==> src/rtl/fetch_pkg.sv <==
// Shared constants for the fetch sequencer: state encoding, entry points and branch target tables.
// Latency: n/a (constants and a pure helper function only).
// Backpressure: n/a.
package fetch_pkg;

  // FSM state encoding
  typedef logic [1:0] state_t;
  localparam state_t ST_IDLE  = 2'd0;
  localparam state_t ST_ARMED = 2'd1;
  localparam state_t ST_RUN   = 2'd2;
  localparam state_t ST_DONE  = 2'd3;

  // Program entry points, indexed by program number. Row 3 is spare.
  localparam logic [9:0] ENTRY_ADDR [4] = '{10'h000, 10'h080, 10'h100, 10'h000};

  // Absolute jump targets, indexed by TargSel.
  localparam logic [9:0] ABS_TARGET [8] = '{10'h000, 10'h000, 10'h000, 10'h040,
                                             10'h000, 10'h000, 10'h000, 10'h000};

  // Signed relative branch offsets, indexed by TargSel.
  localparam logic signed [5:0] REL_OFFSET [8] = '{6'sd0, 6'sd0, -6'sd4, 6'sd0,
                                                    6'sd0, 6'sd3, 6'sd0,  6'sd0};

  // Next program number after a completed run; wraps after the last program.
  function automatic logic [1:0] next_prog(input logic [1:0] idx, input int num_progs);
    if (int'(idx) == num_progs - 1) return 2'd0;
    return idx + 2'd1;
  endfunction

endpackage

==> src/rtl/fetch_target_lut.sv <==
// Branch target lookup: TargSel selects an absolute target and a sign-extended relative offset.
// Latency: combinational, zero cycles.
// Backpressure: none; outputs follow targ_sel every cycle.
// Ports: targ_sel (row select) -> abs_target, rel_offset_sext (both PC_W wide).
module fetch_target_lut import fetch_pkg::*; #(
  parameter int PC_W  = 10,
  parameter int SEL_W = 3
) (
  input  logic [SEL_W-1:0] targ_sel,
  output logic [PC_W-1:0]  abs_target,
  output logic [PC_W-1:0]  rel_offset_sext
);

  assign abs_target      = PC_W'(ABS_TARGET[targ_sel]);
  // Size cast of a signed operand sign-extends, so adding this to the PC
  // performs a two's-complement relative step modulo 2^PC_W.
  assign rel_offset_sext = PC_W'(REL_OFFSET[targ_sel]);

endmodule

==> src/rtl/fetch_sequencer.sv <==
// Fetch sequencer: program counter, Start/Ack run handshake, multi-program entry and branch resolution.
// Latency: branch/halt inputs affect ProgCtr/state at the next Clk edge; all outputs are registered or state decode.
// Backpressure: none; Start high during a run aborts to ARMED, Ack holds until the next Start.
// Ports: Clk, Reset (sync, active-high), Start, HaltReq, BranchAbsEn, BranchRelEn, AluZero, TargSel in;
//        ProgCtr, Running, Ack, ProgIdx, CycleCount out.
module fetch_sequencer import fetch_pkg::*; #(
  parameter int PC_W      = 10,
  parameter int NUM_PROGS = 3,
  parameter int SEL_W     = 3,
  parameter int CNT_W     = 16
) (
  input  logic             Clk,
  input  logic             Reset,
  input  logic             Start,
  input  logic             HaltReq,
  input  logic             BranchAbsEn,
  input  logic             BranchRelEn,
  input  logic             AluZero,
  input  logic [SEL_W-1:0] TargSel,
  output logic [PC_W-1:0]  ProgCtr,
  output logic             Running,
  output logic             Ack,
  output logic [1:0]       ProgIdx,
  output logic [CNT_W-1:0] CycleCount
);

  state_t           state_q, state_d;
  logic [PC_W-1:0]  pc_q, pc_d;
  logic [1:0]       prog_idx_q, prog_idx_d;
  logic [CNT_W-1:0] cnt_q, cnt_d;
  logic [PC_W-1:0]  abs_target;
  logic [PC_W-1:0]  rel_offset_sext;

  fetch_target_lut #(
    .PC_W  (PC_W),
    .SEL_W (SEL_W)
  ) u_lut (
    .targ_sel        (TargSel),
    .abs_target      (abs_target),
    .rel_offset_sext (rel_offset_sext)
  );

  always_comb begin
    state_d    = state_q;
    pc_d       = pc_q;
    prog_idx_d = prog_idx_q;
    cnt_d      = cnt_q;

    case (state_q)
      ST_IDLE: begin
        if (Start) state_d = ST_ARMED;
      end
      ST_ARMED: begin
        if (!Start) state_d = ST_RUN;
      end
      ST_RUN: begin
        if (Start) begin
          // Restart the same program.
          state_d = ST_ARMED;
        end else begin
          if (cnt_q != '1) cnt_d = cnt_q + CNT_W'(1);
          if (HaltReq)                       state_d = ST_DONE;
          else if (BranchAbsEn)              pc_d    = abs_target;
          else if (BranchRelEn && AluZero)   pc_d    = pc_q + rel_offset_sext;
          else                               pc_d    = pc_q + PC_W'(1);
        end
      end
      ST_DONE: begin
        if (Start) begin
          state_d    = ST_ARMED;
          prog_idx_d = next_prog(prog_idx_q, NUM_PROGS);
        end
      end
      default: state_d = ST_IDLE;
    endcase

    // Every edge that lands in ARMED (entry or stay) loads the entry point,
    // so ProgCtr is already correct on the first ARMED cycle and the first
    // RUN cycle fetches the entry instruction with no bubble.
    if (state_d == ST_ARMED) begin
      pc_d  = PC_W'(ENTRY_ADDR[prog_idx_d]);
      cnt_d = '0;
    end
  end

  always_ff @(posedge Clk) begin
    if (Reset) begin
      state_q    <= ST_IDLE;
      pc_q       <= '0;
      prog_idx_q <= '0;
      cnt_q      <= '0;
    end else begin
      state_q    <= state_d;
      pc_q       <= pc_d;
      prog_idx_q <= prog_idx_d;
      cnt_q      <= cnt_d;
    end
  end

  assign ProgCtr    = pc_q;
  assign Running    = (state_q == ST_RUN);
  assign Ack        = (state_q == ST_DONE);
  assign ProgIdx    = prog_idx_q;
  assign CycleCount = cnt_q;

endmodule

==> config.mk <==
export PLATFORM = sky130hd
export DESIGN_NAME = fetch_sequencer
export DESIGN_NICKNAME = d
export VERILOG_FILES = /design/src/rtl/fetch_pkg.sv /design/src/rtl/fetch_target_lut.sv /design/src/rtl/fetch_sequencer.sv
export SDC_FILE = /design/constraint.sdc
export NUM_CORES = 1
export LEC_CHECK = 0
export ABC_AREA = 1
export CORE_MARGIN = 5
export CORE_UTILIZATION = 40
export DETAILED_ROUTE_END_ITERATION = 8
export PLACE_DENSITY = 0.68
export SLEW_MARGIN = 20
export SYNTH_ARGS = -nofsm -noshare
export SYNTH_HDL_FRONTEND = slang
export SYNTH_SLANG_ARGS = --single-unit
==> constraint.sdc <==
create_clock -name Clk -period 1.8 [get_ports Clk]
set_input_delay 0.36 -clock Clk [delete_from_list [all_inputs] [get_ports Clk]]
set_output_delay 0.36 -clock Clk [all_outputs]
set_load 0.05 [all_outputs]
==> results.txt, run 1 <==
----------------------------------------------------
[Status]
  Run status ... complete, but fails checks
  Violated checks ... setup timing

[Setup path]
  Worst-path cell chain ... ha_4, o21ai_2, a21oi_1, or2_1, nand2_4, buf_4, nand2_4, nor2_4, nand3_1, a21oi_1
  Slowest stage cell, crit path ... dfxtp_4
  Crit-path max FO ... 7
  Critical Setup Path Class ... reg2reg
  Depth of the worst register-to-register path ... 10
  CP Data Required Time ... 2.01 ns
  Slowest Stage Delay on Critical Path ... 0.36 ns
  R2R Path End ... ProgCtr[4]
  Count of buffering cells on the critical path with inverters included ... 1
  Category of cells accounting for the largest share of critical-path delay ... simple AND/OR/NAND/NOR gates
  Reg2Reg Launch Point ... state_q[1]
  Arrival @ worst endpoint ... 2.04 ns
  Flop-to-flop setup slack ... -0.04 ns
  Nature of the critical path endpoint ... flip-flop
  CP startpoint kind ... flip-flop

[Detailed routing]
  Total Routed Length ... 5.83 mm
  Number of vias per cell ... 4.77
  Number of DRC markers in iteration 0 ... 93
  Post-detailed-route DRC marker count ... 0
  Wire length per cell after detailed routing ... 12.2 um
  DRT Pass-1 Iters ... 4
  Antenna violation net count after detailed routing ... 0
  Via total after detailed routing ... 2273

[Cells and area]
  Synth-to-layout area growth ... 52.8%
  Number of diodes added for antenna fixing ... 0
  Register Area ... 616 um^2
  Number of nets in the final layout ... 426
  Combined area of the multi-input logic cells ... 1390 um^2
  Number of fill cells in the layout ... 476
  Proportion of layout cells with a drive suffix above 1 ... 0.418

[Clock network]
  CTS root buffer ... clkbuf_8
  Clock latency on the worst-skew pair ... 0.27 ns
  Clock edge transition at the registers on the reported setup and hold paths ... 0.06 ns
  H-tree Lvls ... 2
  Number of buffers between clock root and the deepest sink ... 2
  CTS Buf Count ... 5
  TritonCTS sink count ... 30
  Clock tree from TritonCTS ... built

[Yosys]
  Most instantiated library cell after synthesis ... nand2_1
  Seq/Total Area, Yosys ... 0.288
  Number of enable flip-flop cells after synthesis ... 0
  Combinational family with the most area after synthesis ... simple AND/OR/NAND/NOR gates
  Commonest cells in the synthesized netlist ... 58 x nand2_1, 56 x inv_1, 30 x dfxtp_1, 30 x nand3_1, 25 x nor2_1
  Average footprint of a synthesized cell ... 6.73 um^2
  Top flip-flop cell by instance count after synthesis ... dfxtp_1
  Post-synthesis net count ... 329
  Adder-Cell Fraction of Synth Area ... 0.0576
  Post-Syn Instances ... 310
  Synth Area in Simple Gates ... 0.384
  Leading post-synthesis cells by cell area ... dfxtp_1 29%, nand2_1 10%, inv_1 10%
  Synthesized area ... 2090 um^2
  Area share of xor/xnor cells in the synthesized design ... 0.0210
  Yosys reg bits ... 30
  Share of Yosys cell area claimed by the top area cell type ... 0.288
  Yosys synthesis warning count ... 0
  Count of unique library cells instantiated by Yosys ... 40
  Share of flip-flops with an asynchronous set or reset after synthesis ... 0
  Share of cell area taken by muxes after synthesis ... 0
  Area fraction in compound gates after synthesis ... 0.129
  Cell type with the highest aggregate area in the netlist ... dfxtp_1

[GRT]
  Remaining global-route overflow ... 0
  Global-route total usage across every layer ... 0.183
  Wire length of the first global-routing pass ... 9.91 mm
  Number of antenna violations at the first check in global routing ... 0
  Via count of the first global-routing pass ... 2274
  Largest net degree at the start of global routing ... 14

[Worst hold path]
  End of the worst hold path ... CycleCount[4]
  Number of cells on the worst hold path ... 2
  Hold Path Origin ... CycleCount[4]
  Hold crit path type ... reg2reg

[Placement]
  Port-buffer cells ... 39
  Worst slack after detailed placement ... -0.530 ns
  GP Congestion ... 0.861
  Total half-perimeter wirelength after legalization and detailed placement ... 4.26 mm

[Timing]
  Least setup slack across all paths after layout ... -0.0352 ns
  Worst hold margin ... 0.482 ns
  Share of the clock period used by the worst path after layout ... 1.02
  Worst setup skew after layout ... 0.00553 ns
  Final Slew Violations ... 0
  Tightest slew margin relative to the limit ... 0.676
  Shortest period the worst path allows ... 1.84 ns
  Final hold violations ... 0
  Count of endpoints failing setup in the final report ... 9
  Slew at the pin closest to its max-slew limit ... 0.482 ns
  Achievable Freq ... 545 MHz
  Setup repair after global routing missed its margin ... yes

[Pwr]
  Worst vdd ir ... 764 uV
  Leak Pwr ... 1.46 nW
  Pwr dens ... 650 nW/um^2

[Floorplanning]
  Initial cell density of the core ... 0.411
  Placeable core area ... 5070 um^2
  IO Pins ... 40
  DIE HEIGHT ... 82.2 um
  Row count ... 26
  Horizontal die dimension ... 82.2 um
  Die ar. ... 6760 um^2

[Run]
  Max capacitance violation total ... 0

----------------------------------------------------
==> timing repair <==
action	in CTS	in global routing
resized for setup	32	27
hold buffers	0	0
setup endpoints to repair	23	26
buffers inserted	10	4
pin swaps	16	9
==> sequential cells by signal, indices dropped and copies added (netlist names) <==
signal      flops
CycleCount     16
state_q         2
ProgIdx         2
ProgCtr        10
==> tightest hold or removal path, stage by stage, from the launching register on <==
cell,delay (ns)
dfxtp_1,0.33
inv_1,0.06
a21oi_1,0.05
==> power breakdown <==
part / total (mW) / switching, mW / internal, mW
sequential: 0.718 / 0.0272 / 0.691
combinational: 0.855 / 0.447 / 0.407
clock: 0.500 / 0.241 / 0.259
total: 2.07 / 0.715 / 1.36
==> metal layers <==
layer	vias to the layer above	wire length (um)	GRT usage	share of wire
li1	1190	-	-	-
met1	1047	2820	0.246	0.48
met2	32	2840	0.301	0.49
met3	4	136	0.0315	0.023
met4	0	34	0.0465	0.0058
met5	-	0	0	0
==> stage by stage <==
step	total power [mW]	util	std cells	setup TNS (ns)	area, um^2
3_5_place_dp	1.36	0.558	456	-7.68	2830
4_1_cts	1.94	0.607	473	0	3080
3_3_place_gp	1.36	0.558	456	-6.84	2830
2_1_floorplan	1.08	-	310	0	2100
6_report	2.07	0.628	477	-0.129	3190
5_1_grt	2.19	0.628	477	-2.42	3190
==> cell families after synthesis <==
| group | count (synthesis) |
|---|---|
| compound gates | 48 |
| xor+xnor | 5 |
| flops | 30 |
| fa+ha+maj | 9 |
| simple gates | 155 |
| buf+inv | 63 |
==> cell usage in the layout, fill, tap and decap left out, drive strengths merged, types with 5 or more instances in the layout <==
master / count
a21oi: 23
buf: 84
clkbuf: 5
dfxtp: 30
dlygate4sd2: 5
ha: 8
inv: 58
nand2: 72
nand3: 31
nor2: 34
nor3: 6
o21ai: 16
==> layout make-up <==
cell class | instances | share of cell area
clock inverter | 2 | 0.00314
clock buffer | 5 | 0.0216
timing repair buffer | 93 | 0.243
inverter | 60 | 0.0753
multi-input combinational | 217 | 0.437
tap | 70 | 0.0275
sequential | 30 | 0.193
==> how the worst max path moves through the flow <==
| stage | startpoint | to | slack (ns) | cells after the start |
|---|---|---|---|---|
| floorplan | state_q[0] | CycleCount[2] | 0.01 | 11 |
| global placement | TargSel[0] | ProgCtr[8] | -0.49 | 13 |
| detailed placement | TargSel[0] | ProgCtr[8] | -0.53 | 13 |
| CTS | Start | ProgCtr[7] | 0.02 | 12 |
| global route | state_q[1] | ProgCtr[2] | -0.15 | 10 |
| finish | state_q[1] | ProgCtr[4] | -0.04 | 10 |
Power figures use the tool's default switching activity.
==> run 2: changes to the inputs <==
==> constraint.sdc (replaced) <==
create_clock -name Clk -period 1.8 [get_ports Clk]
set_input_delay 0.54 -clock Clk [delete_from_list [all_inputs] [get_ports Clk]]
set_output_delay 0.54 -clock Clk [all_outputs]
set_load 0.05 [all_outputs]
==> run 2 against run 1 <==
The flow still finishes with violations (setup timing). Via count up 8.8%. Cell area up 19%. Register-to-register slack better by 0.02 ns. First-iteration DRC count up 70%. Critical path type is now in2reg. Die area unchanged.
==> results.txt, run 2 (synthesis gave the netlist of run 1 again) <==
----------------------------------------------------
[Status]
  Violated checks ... setup timing
  Run status ... complete, but fails checks

[Setup path]
  Worst-path cell chain ... buf_12, inv_16, nand3_4, nand3_4, ha_4, inv_2, fa_2, inv_2, nand2_2, nand2_2, nand2_2, nand3b_1, nand3_2, a21oi_2
  CP Data Required Time ... 2.02 ns (about the same)
  CP startpoint kind ... input pin
  Most common cell type on the critical path ... nand2_2
  Arrival @ worst endpoint ... 2.09 ns (+0.05 ns)
  Critical Setup Path Class ... in2reg
  Slowest Stage Delay on Critical Path ... 0.36 ns (about the same)
  Crit-path max FO ... 3 (-4)
  Nature of the critical path endpoint ... flip-flop
  Category of cells accounting for the largest share of critical-path delay ... simple AND/OR/NAND/NOR gates
  Count of buffering cells on the critical path with inverters included ... 4 (+3)
  Slowest stage cell, crit path ... fa_2

[Cells and area]
  Number of nets in the final layout ... 436 (+2.3%)
  Synth-to-layout area growth ... 81.5%
  Number of fill cells in the layout ... 350 (-26%)
  Leading cell types in the layout, fill and taps excluded ... 57 x buf_4, 49 x inv_1, 49 x nand2_1
  Final core area utilization ... 0.746 (+0.118)
  Number of flip-flops in the largest register ... 16 (unchanged)
  Number of diodes added for antenna fixing ... 0 (unchanged)
  Proportion of layout cells with a drive suffix above 1 ... 0.490 (+0.0727)
  Most frequent standard cell in the layout excluding fill and tap cells ... buf_4

[Detailed routing]
  Via total after detailed routing ... 2473 (+8.8%)
  Met3 wire length ... 420 um (+210%)
  DRT Pass-1 Iters ... 5 (+1)
  Number of DRC markers in iteration 0 ... 158 (+70%)
  Antenna violation net count after detailed routing ... 0 (unchanged)
  Wire length per cell after detailed routing ... 14.5 um (+19%)
  Met2 WL ... 3.59 mm (+26%)
  Total Routed Length ... 7.08 mm (+21%)
  Post-detailed-route DRC marker count ... 0 (unchanged)
  Number of vias per cell ... 5.07 (+6.3%)
  Detailed-routing wirelength on met1 ... 2.88 mm (+2.1%)
  Uppermost signal routing layer after detailed routing ... met4

[Timing]
  Final hold violations ... 0 (unchanged)
  Achievable Freq ... 533 MHz (-2.2%)
  Count of endpoints failing setup in the final report ... 5 (-4)
  Setup repair after global routing missed its margin ... yes
  Setup tns final ... -0.134 ns (-0.00475 ns)
  Shortest period the worst path allows ... 1.88 ns (+0.0416 ns)
  Final Slew Violations ... 0 (unchanged)
  Share of the clock period used by the worst path after layout ... 1.04 (+0.0231)
  Slew at the pin closest to its max-slew limit ... 0.421 ns (-0.0605 ns)
  Least setup slack across all paths after layout ... -0.0768 ns (-0.0416 ns)
  Tightest slew margin relative to the limit ... 0.716 (+0.0408)
  Worst setup skew after layout ... 0.0120 ns (+0.00646 ns)

[Pwr]
  Worst vdd ir ... 419 uV (-45%)
  Leak Pwr ... 1.60 nW (+9.6%)
  Logic pwr share ... 0.407 (-0.005)
  Net switching power figure ... 772 uW (+7.9%)
  Reg power frac ... 0.333 (-0.013)
  Pwr dens ... 579 nW/um^2 (-11%)
  Clk pwr share ... 0.261 (+0.020)
  Total power of the final layout ... 2.19 mW (+5.8%)
  Fraction of power spent switching nets ... 0.352 (+0.00687)
  Cell-internal power ... 1.42 mW (+4.7%)

[GRT]
  Remaining global-route overflow ... 0 (unchanged)
  Number of antenna violations at the first check in global routing ... 0 (unchanged)
  Global-route total usage across every layer ... 0.208 (+0.0247)
  Largest net degree at the start of global routing ... 14 (unchanged)
  Via count of the first global-routing pass ... 2413 (+6.1%)
  Wire length of the first global-routing pass ... 10.9 mm (+10%)

[Run]
  Max capacitance violation total ... 0 (unchanged)

[Floorplanning]
  Placeable core area ... 5070 um^2 (unchanged)
  Die ar. ... 6760 um^2 (unchanged)
  Row count ... 26 (unchanged)
  DIE HEIGHT ... 82.2 um (unchanged)
  IO Pins ... 40 (unchanged)
  Initial cell density of the core ... 0.411 (unchanged)
  Horizontal die dimension ... 82.2 um (unchanged)

[Worst hold path]
  Hold crit path type ... reg2reg

[Placement]
  GP Congestion ... 0.871 (+1.2%)
  Port-buffer cells ... 39 (unchanged)
  Worst slack after detailed placement ... -0.740 ns (-0.210 ns)
  Total half-perimeter wirelength after legalization and detailed placement ... 4.54 mm (+6.4%)

[Clock network]
  Clock tree from TritonCTS ... built
  Clock edge transition at the registers on the reported setup and hold paths ... 0.07 ns (about the same)
  Clock latency on the worst-skew pair ... 0.29 ns (+0.02 ns)
  H-tree Lvls ... 2 (unchanged)
  TritonCTS sink count ... 30 (unchanged)
  CTS root buffer ... clkbuf_8
  Number of buffers between clock root and the deepest sink ... 2 (unchanged)
  CTS Buf Count ... 5 (unchanged)

----------------------------------------------------
## run 2: cell types whose count changed in the layout (fill, tap and decap cells not counted), moves of 3 or more
| cell | before | now |
|---|---|---|
| buf_12 | 4 | 32 |
| buf_4 | 78 | 57 |
| nand3_1 | 25 | 19 |
| a21oi_1 | 15 | 10 |
| a21oi_2 | 8 | 13 |
| buf_6 | 2 | 7 |
| dlygate4sd2_1 | 5 | 2 |
| ha_4 | 2 | 5 |
| nand2_1 | 52 | 49 |
| nand3_2 | 5 | 8 |
| nand3_4 | 1 | 4 |
## run 2: metrics by stage
stage          hold slack, ns  cell area (um^2)  std cells
3_5_place_dp            0.507              3300        467
3_3_place_gp            0.491              3300        467
5_1_grt                 0.534              3790        488
4_1_cts                 0.514              3560        481
6_report                0.517              3790        488
2_1_floorplan           0.545              2160        310
## run 2: layer usage
layer / global-route usage / vias up
li1: - / 1210
met1: 0.257 / 1141
met2: 0.356 / 95
met3: 0.0401 / 27
met4: 0.0748 / 0
met5: 0 / -
## run 2: worst min-delay path, stage by stage (launching register included)
cell     delay (ns)
dfxtp_2        0.35
nand2_1        0.07
a21oi_1        0.05
## run 2: area by class of cell
class,instances,area [um^2],share of cell area
Tap cell,70,87.6,0.0231
Clock buffer,7,86.3,0.0228
Sequential cell,30,614,0.162
Clock inverter,1,5.00,0.00132
Multi-Input combinational cell,217,1540,0.407
Inverter,60,254,0.0671
Timing Repair Buffer,103,1200,0.317
## run 2: final timing paths
check                                    from             to  slack, ns  cells past startpoint
worst max-delay path               TargSel[1]     ProgCtr[8]      -0.08                     14
worst min-delay path            CycleCount[3]  CycleCount[4]       0.52                      2
worst max register to register     state_q[1]  CycleCount[2]      -0.02                     10
worst min register to register  CycleCount[3]  CycleCount[4]       0.52                      2
## run 2: repair_timing
| item | CTS | global route |
|---|---|---|
| hold buffers | 0 | 0 |
| endpoints found under the setup margin | 26 | 25 |
| resized for setup | 50 | 51 |
| pin swaps | 35 | 36 |
| setup buffers | 6 | 9 |
## run 2: power groups by stage
stage               combinational, mW  clock (mW)  sequential, mW
floorplan                       0.310           0           0.784
global placement                0.713           0           0.737
detailed placement              0.728           0           0.738
CTS                             0.804       0.575           0.728
global route                    0.953       0.607           0.730
finish                          0.892       0.571           0.729
==> run 3: changes to the inputs <==
--- a/config.mk
+++ b/config.mk
@@ -8,6 +8,7 @@
 export ABC_AREA = 1
 export CORE_MARGIN = 5
 export CORE_UTILIZATION = 40
+export CTS_BUF_LIST = sky130_fd_sc_hd__clkbuf_4 sky130_fd_sc_hd__clkbuf_8
 export DETAILED_ROUTE_END_ITERATION = 8
 export PLACE_DENSITY = 0.68
 export SLEW_MARGIN = 20
==> run 3 against run 2 <==
The flow still finishes with violations (setup timing). Worst setup slack better by 0.026 ns. Clock power up 3%. Critical path depth is 5 lower.
==> results.txt, run 3 (synthesis gave the netlist of run 1 again) <==
----------------------------------------------------
[Setup path]
  CP Data Required Time ... 2.02 ns (about the same)
  Worst-path cell chain ... ha_4, o21ai_2, a21oi_1, or2_1, nand2_4, nand2_4, nor2_4, a32oi_2, nor2_1
  CP startpoint kind ... flip-flop
  Arrival @ worst endpoint ... 2.07 ns (-0.02 ns)
  Slowest stage cell, crit path ... dfxtp_4
  Nature of the critical path endpoint ... flip-flop
  Most common cell type on the critical path ... nand2_4
  Critical Setup Path Class ... reg2reg
  Crit-path max FO ... 7 (+4)
  Slowest Stage Delay on Critical Path ... 0.36 ns (about the same)

[Clock network]
  Clock edge transition at the registers on the reported setup and hold paths ... 0.07 ns (about the same)
  Clock tree from TritonCTS ... built
  TritonCTS sink count ... 30 (unchanged)
  Hold buffer count at CTS ... 0 (unchanged)
  Clock latency on the worst-skew pair ... 0.28 ns (about the same)
  CTS root buffer ... clkbuf_8
  Number of buffers between clock root and the deepest sink ... 2 (unchanged)
  CTS Buf Count ... 5 (unchanged)
  H-tree Lvls ... 2 (unchanged)

[Cells and area]
  Proportion of layout cells with a drive suffix above 1 ... 0.488 (-0.00239)
  Leading cell types in the layout, fill and taps excluded ... 57 x buf_4, 49 x inv_1, 47 x nand2_1
  Number of nets in the final layout ... 436 (unchanged)
  Most frequent standard cell in the layout excluding fill and tap cells ... buf_4
  Number of flip-flops in the largest register ... 16 (unchanged)
  Final instance area ... 3770 um^2 (-0.50%)
  Synth-to-layout area growth ... 80.6%
  Number of diodes added for antenna fixing ... 0 (unchanged)
  Final core area utilization ... 0.743 (-0.00370)

[Detailed routing]
  Total Routed Length ... 6.79 mm (-4.0%)
  DRT Pass-1 Iters ... 4 (-1)
  Antenna violation net count after detailed routing ... 0 (unchanged)
  Number of DRC markers in iteration 0 ... 143 (-9.5%)
  Via total after detailed routing ... 2427 (-1.9%)
  Number of vias per cell ... 4.97 (-1.9%)
  Post-detailed-route DRC marker count ... 0 (unchanged)
  Wire length per cell after detailed routing ... 13.9 um (-4.0%)

[GRT]
  Largest net degree at the start of global routing ... 14 (unchanged)
  Number of antenna violations at the first check in global routing ... 0 (unchanged)
  Wire length of the first global-routing pass ... 10.9 mm (-0.31%)
  Via count of the first global-routing pass ... 2417 (+0.17%)
  Remaining global-route overflow ... 0 (unchanged)
  Global-route total usage across every layer ... 0.207 (-0.000908)

[Placement]
  GP Congestion ... 0.871 (unchanged)
  Cell area after placement ... 3300 um^2 (unchanged)
  Total half-perimeter wirelength after legalization and detailed placement ... 4.54 mm (unchanged)
  Port-buffer cells ... 39 (unchanged)

[Timing]
  Final hold violations ... 0 (unchanged)
  Tightest slew margin relative to the limit ... 0.722 (+0.00541)
  Achievable Freq ... 540 MHz (+1.4%)
  Final Slew Violations ... 0 (unchanged)
  Setup tns final ... -0.141 ns (-0.00686 ns)
  Setup repair after global routing missed its margin ... yes
  Shortest period the worst path allows ... 1.85 ns (-0.0256 ns)
  Least setup slack across all paths after layout ... -0.0513 ns (+0.0256 ns)
  Slew at the pin closest to its max-slew limit ... 0.413 ns (-0.00803 ns)
  Count of endpoints failing setup in the final report ... 4 (-1)
  Worst setup skew after layout ... 0.0104 ns (-0.00164 ns)
  Share of the clock period used by the worst path after layout ... 1.03 (-0.0142)

[Worst hold path]
  Hold crit path type ... reg2reg

[Run]
  Max capacitance violation total ... 0 (unchanged)

[Status]
  Run status ... complete, but fails checks
  Violated checks ... setup timing

[Floorplanning]
  IO Pins ... 40 (unchanged)
  Placeable core area ... 5070 um^2 (unchanged)
  Initial cell density of the core ... 0.411 (unchanged)
  Horizontal die dimension ... 82.2 um (unchanged)
  Die ar. ... 6760 um^2 (unchanged)
  DIE HEIGHT ... 82.2 um (unchanged)
  Row count ... 26 (unchanged)

[Pwr]
  Pwr dens ... 592 nW/um^2 (+2.2%)
  Logic pwr share ... 0.411 (+0.004)
  Reg power frac ... 0.327 (-0.006)
  Worst vdd ir ... 427 uV (+1.8%)
  Fraction of power spent switching nets ... 0.349 (-0.00348)
  Cell-internal power ... 1.45 mW (+2.2%)
  Net switching power figure ... 777 uW (+0.68%)
  Clk pwr share ... 0.263 (+0.002)
  Leak Pwr ... 1.61 nW (+0.39%)

----------------------------------------------------
-- run 3: metal layers --
layer  track usage  routed length [um]  vias up
met5             0                   0        -
met4        0.0797                 204        0
met3        0.0401                 339       20
met2         0.353                3450       84
met1         0.254                2800     1112
li1              -                   -     1211
-- run 3: cell type report --
cell class,instances,area (um^2)
Inverter,60,256
Fill cell,359,1310
Clock buffer,7,90.1
Multi-Input combinational cell,217,1520
Sequential cell,30,614
Tap cell,70,87.6
Timing Repair Buffer,103,1190
Clock inverter,1,5.00
-- run 3: path summary, 6_finish.rpt --
path | startpoint | to | slack, ns | cells past startpoint
setup / recovery | state_q[1] | ProgCtr[3] | -0.05 | 9
hold / removal | CycleCount[0] | CycleCount[0] | 0.51 | 2
setup reg to reg | state_q[1] | ProgCtr[3] | -0.05 | 9
hold reg to reg | CycleCount[0] | CycleCount[0] | 0.51 | 2
-- run 3: critical path: cells and delay by family (launching register included) --
family          cells  cell delay [ns]
simple gates        5             0.83
fa+ha+maj           1             0.24
compound gates      3             0.35
flops               1             0.36
-- run 3: what timing repair did --
| action | 4_1_cts | 5_1_grt |
|---|---|---|
| setup buffers | 6 | 9 |
| pin swaps | 35 | 38 |
| setup endpoints to repair | 26 | 25 |
| gates resized for setup | 50 | 50 |
-- run 3: power groups by stage --
| stage | registers, mW | logic, mW | clock network (mW) |
|---|---|---|---|
| 3_5_place_dp | 0.738 | 0.728 | 0 |
| 5_1_grt | 0.730 | 0.981 | 0.622 |
| 6_report | 0.728 | 0.915 | 0.586 |
| 4_1_cts | 0.728 | 0.804 | 0.590 |
| 3_3_place_gp | 0.737 | 0.713 | 0 |
| 2_1_floorplan | 0.784 | 0.310 | 0 |
-- run 3: per-stage QoR --
step	hold slack, ns	power [mW]	setup slack (ns)	cells
floorplan	0.545	1.09	-0.0285	310
global placement	0.491	1.45	-0.697	467
detailed placement	0.507	1.47	-0.740	467
CTS	0.514	2.12	-0.0389	481
global route	0.527	2.33	-0.129	488
finish	0.514	2.23	-0.0513	488
==> RTL change: new RTL, settings of run 1 <==
`CNT_W`: 16 -> 32.
--- a/src/rtl/fetch_sequencer.sv
+++ b/src/rtl/fetch_sequencer.sv
@@ -7,7 +7,7 @@
   parameter int PC_W      = 10,
   parameter int NUM_PROGS = 3,
   parameter int SEL_W     = 3,
-  parameter int CNT_W     = 16
+  parameter int CNT_W     = 32
 ) (
   input  logic             Clk,
   input  logic             Reset,
Interface: changed (resized CycleCount); port bits go from 40 to 56. No check against the original RTL was run, so the function may have changed too.
==> RTL change against run 1 <==
The flow still finishes with violations (setup timing); routed wire length grew 61%; cell area increased by 48%; synthesized cell count up 51%; synthesized area up 46%; sequential cell count up 16; clock power is 48% higher; worst setup slack gained 0.027 ns; power rose by 30%; worst hold slack better by 0.0088 ns; critical path type unchanged.
==> RTL change: results (changes against run 1) <==
CP max-delay cell: dfxtp_2
CP peak stage delay: 0.34 ns (-0.02 ns)
Vias per Instance: 4.98 (+4.4%)
First-pass GRT wire length: 15,100 um (+53%)
Status: finished, violations left
Vias in the first global route: 3,297 (+45%)
Hold slack: 0.490 ns (+0.00879 ns)
CP arrival: 2.02 ns (-0.02 ns)
Shortest period the worst path allows: 1.81 ns (-0.0269 ns)
Kind of critical path: flop to flop
Clk_skew: 0.00817 ns (+0.00263 ns)
Commonest cells in the netlist: nand2_1 (126), inv_1 (59), dfxtp_1 (46), nor2_1 (46), a21oi_1 (41)
Nets: 618 (+45%)
Placed Cells: 682 (+50%)
Critical R2R Capture: CycleCount[3]
RePlAce Congestion: 0.915 (+6.3%)
Share of layout cells above drive strength 1: 43.7% (+1.9 points)
Top cells by area, synth: dfxtp_1 (30%), nand2_1 (16%), inv_1 (7.3%), a21oi_1 (6.8%), nor2_1 (5.7%)
Filler Cells Inserted: 668 (+40%)
Max reg flops: 32 (+16)
I/O Buffers: 55 (+41%)
Pin count of the biggest net entering global routing: 22 (+8)
Failing checks: setup timing
Setup slack after placement: -0.744 ns (-0.214 ns)
Max IR drop VDD: 0.531 mV (-30%)
Static Leak: 2.00 nW (+37%)
Final wirelength: 9380 um (+61%)
R2r startpoint: state_q[0]
Worst reg2reg path depth: 11 (+1)
Synth async-reset ratio: 0% (unchanged)
Slew @ Worst Pin: 0.447 ns (-0.0346 ns)
Clock latency at the later pin of the worst-skew pair: 0.30 ns (+0.03 ns)
Seq/Total Area, Yosys: 30.3% (+1.5 points)
Cell Count, Final, Fillers Out: 699 (+47%)
# setup viols final: 1 (-8)
Post-DP HPWL: 7110 um (+67%)
CTS clk-pin slew, worst paths: 0.08 ns (+0.02 ns)
Post-Syn Nets: 486 (+48%)
Synth cell types: 41 (+2.5%)
Worst Setup Slack, final: -0.00829 ns (+0.0269 ns)
Tot GR Track Use: 18.7% (+0.45 points)
Avg Cell Area, Syn: 6.51 um2 (-3.4%)
Initial DRC count: 134 (+44%)
[RTL change: logic make-up after synthesis]
group / Yosys count / share of synthesized area [%]
simple gates: 253 / 38.8
flops: 46 / 30.3
xor+xnor: 17 / 4.90
buf+inv: 71 / 9.35
compound gates: 71 / 12.7
fa+ha+maj: 9 / 3.95
[RTL change: layer usage]
metal	share of wire, %	global-route usage [%]	wire length (um)	vias to the layer above
met3	4.1	3.09	385	10
met1	46	24.9	4330	1617
met2	49	31.8	4590	73
met4	0.85	4.00	80	0
met5	0	0	0	-
li1	-	-	-	1779
[RTL change: timing repair]
item	in CTS	in global routing
endpoints found under the setup margin	25	42
setup buffers	2	8
hold buffers	0	0
resized for setup	32	72
pin swaps	14	20
[RTL change: per-stage QoR]
stage                     setup TNS [ns]  power (mW)  instance area [um2]  utilization [%]
after floorplan                  -0.0293        1.52                 3160                -
after global placement             -9.54        1.87                 4260             58.1
after detailed placement          -10.87        1.88                 4260             58.1
after CTS                        -0.0252        2.64                 4460             60.8
after global routing               -2.85        2.83                 4720             64.3
final                           -0.00829        2.70                 4720             64.3
[RTL change: how the worst min path moves through the flow]
stage                  start       endpoint  cells past startpoint
3_3_place_gp   CycleCount[9]  CycleCount[9]                      2
2_1_floorplan          Reset     ProgCtr[5]                      1
6_report       CycleCount[9]  CycleCount[9]                      2
3_5_place_dp   CycleCount[4]  CycleCount[5]                      2
5_1_grt        CycleCount[8]  CycleCount[8]                      1
4_1_cts        CycleCount[8]  CycleCount[8]                      1
[RTL change: tightest hold or removal path, stage by stage, from the launching register on]
cell and delay [ns]:
dfxtp_2 0.35, inv_1 0.05, a21oi_1 0.05
[RTL change: area by class of cell]
class	instances	area [um2]	share of cell area, %
tap	99	124	2.63
multi-input combinational	350	2170	46.0
inverter	65	268	5.68
clock buffer	8	110	2.33
timing repair buffer	131	1070	22.8
sequential	46	973	20.6
[RTL change: power breakdown]
group          switching (mW)  internal [mW]  total (mW)
Sequential             0.0383           1.04        1.08
Combinational           0.495          0.384       0.879
Clock                   0.350          0.388       0.738
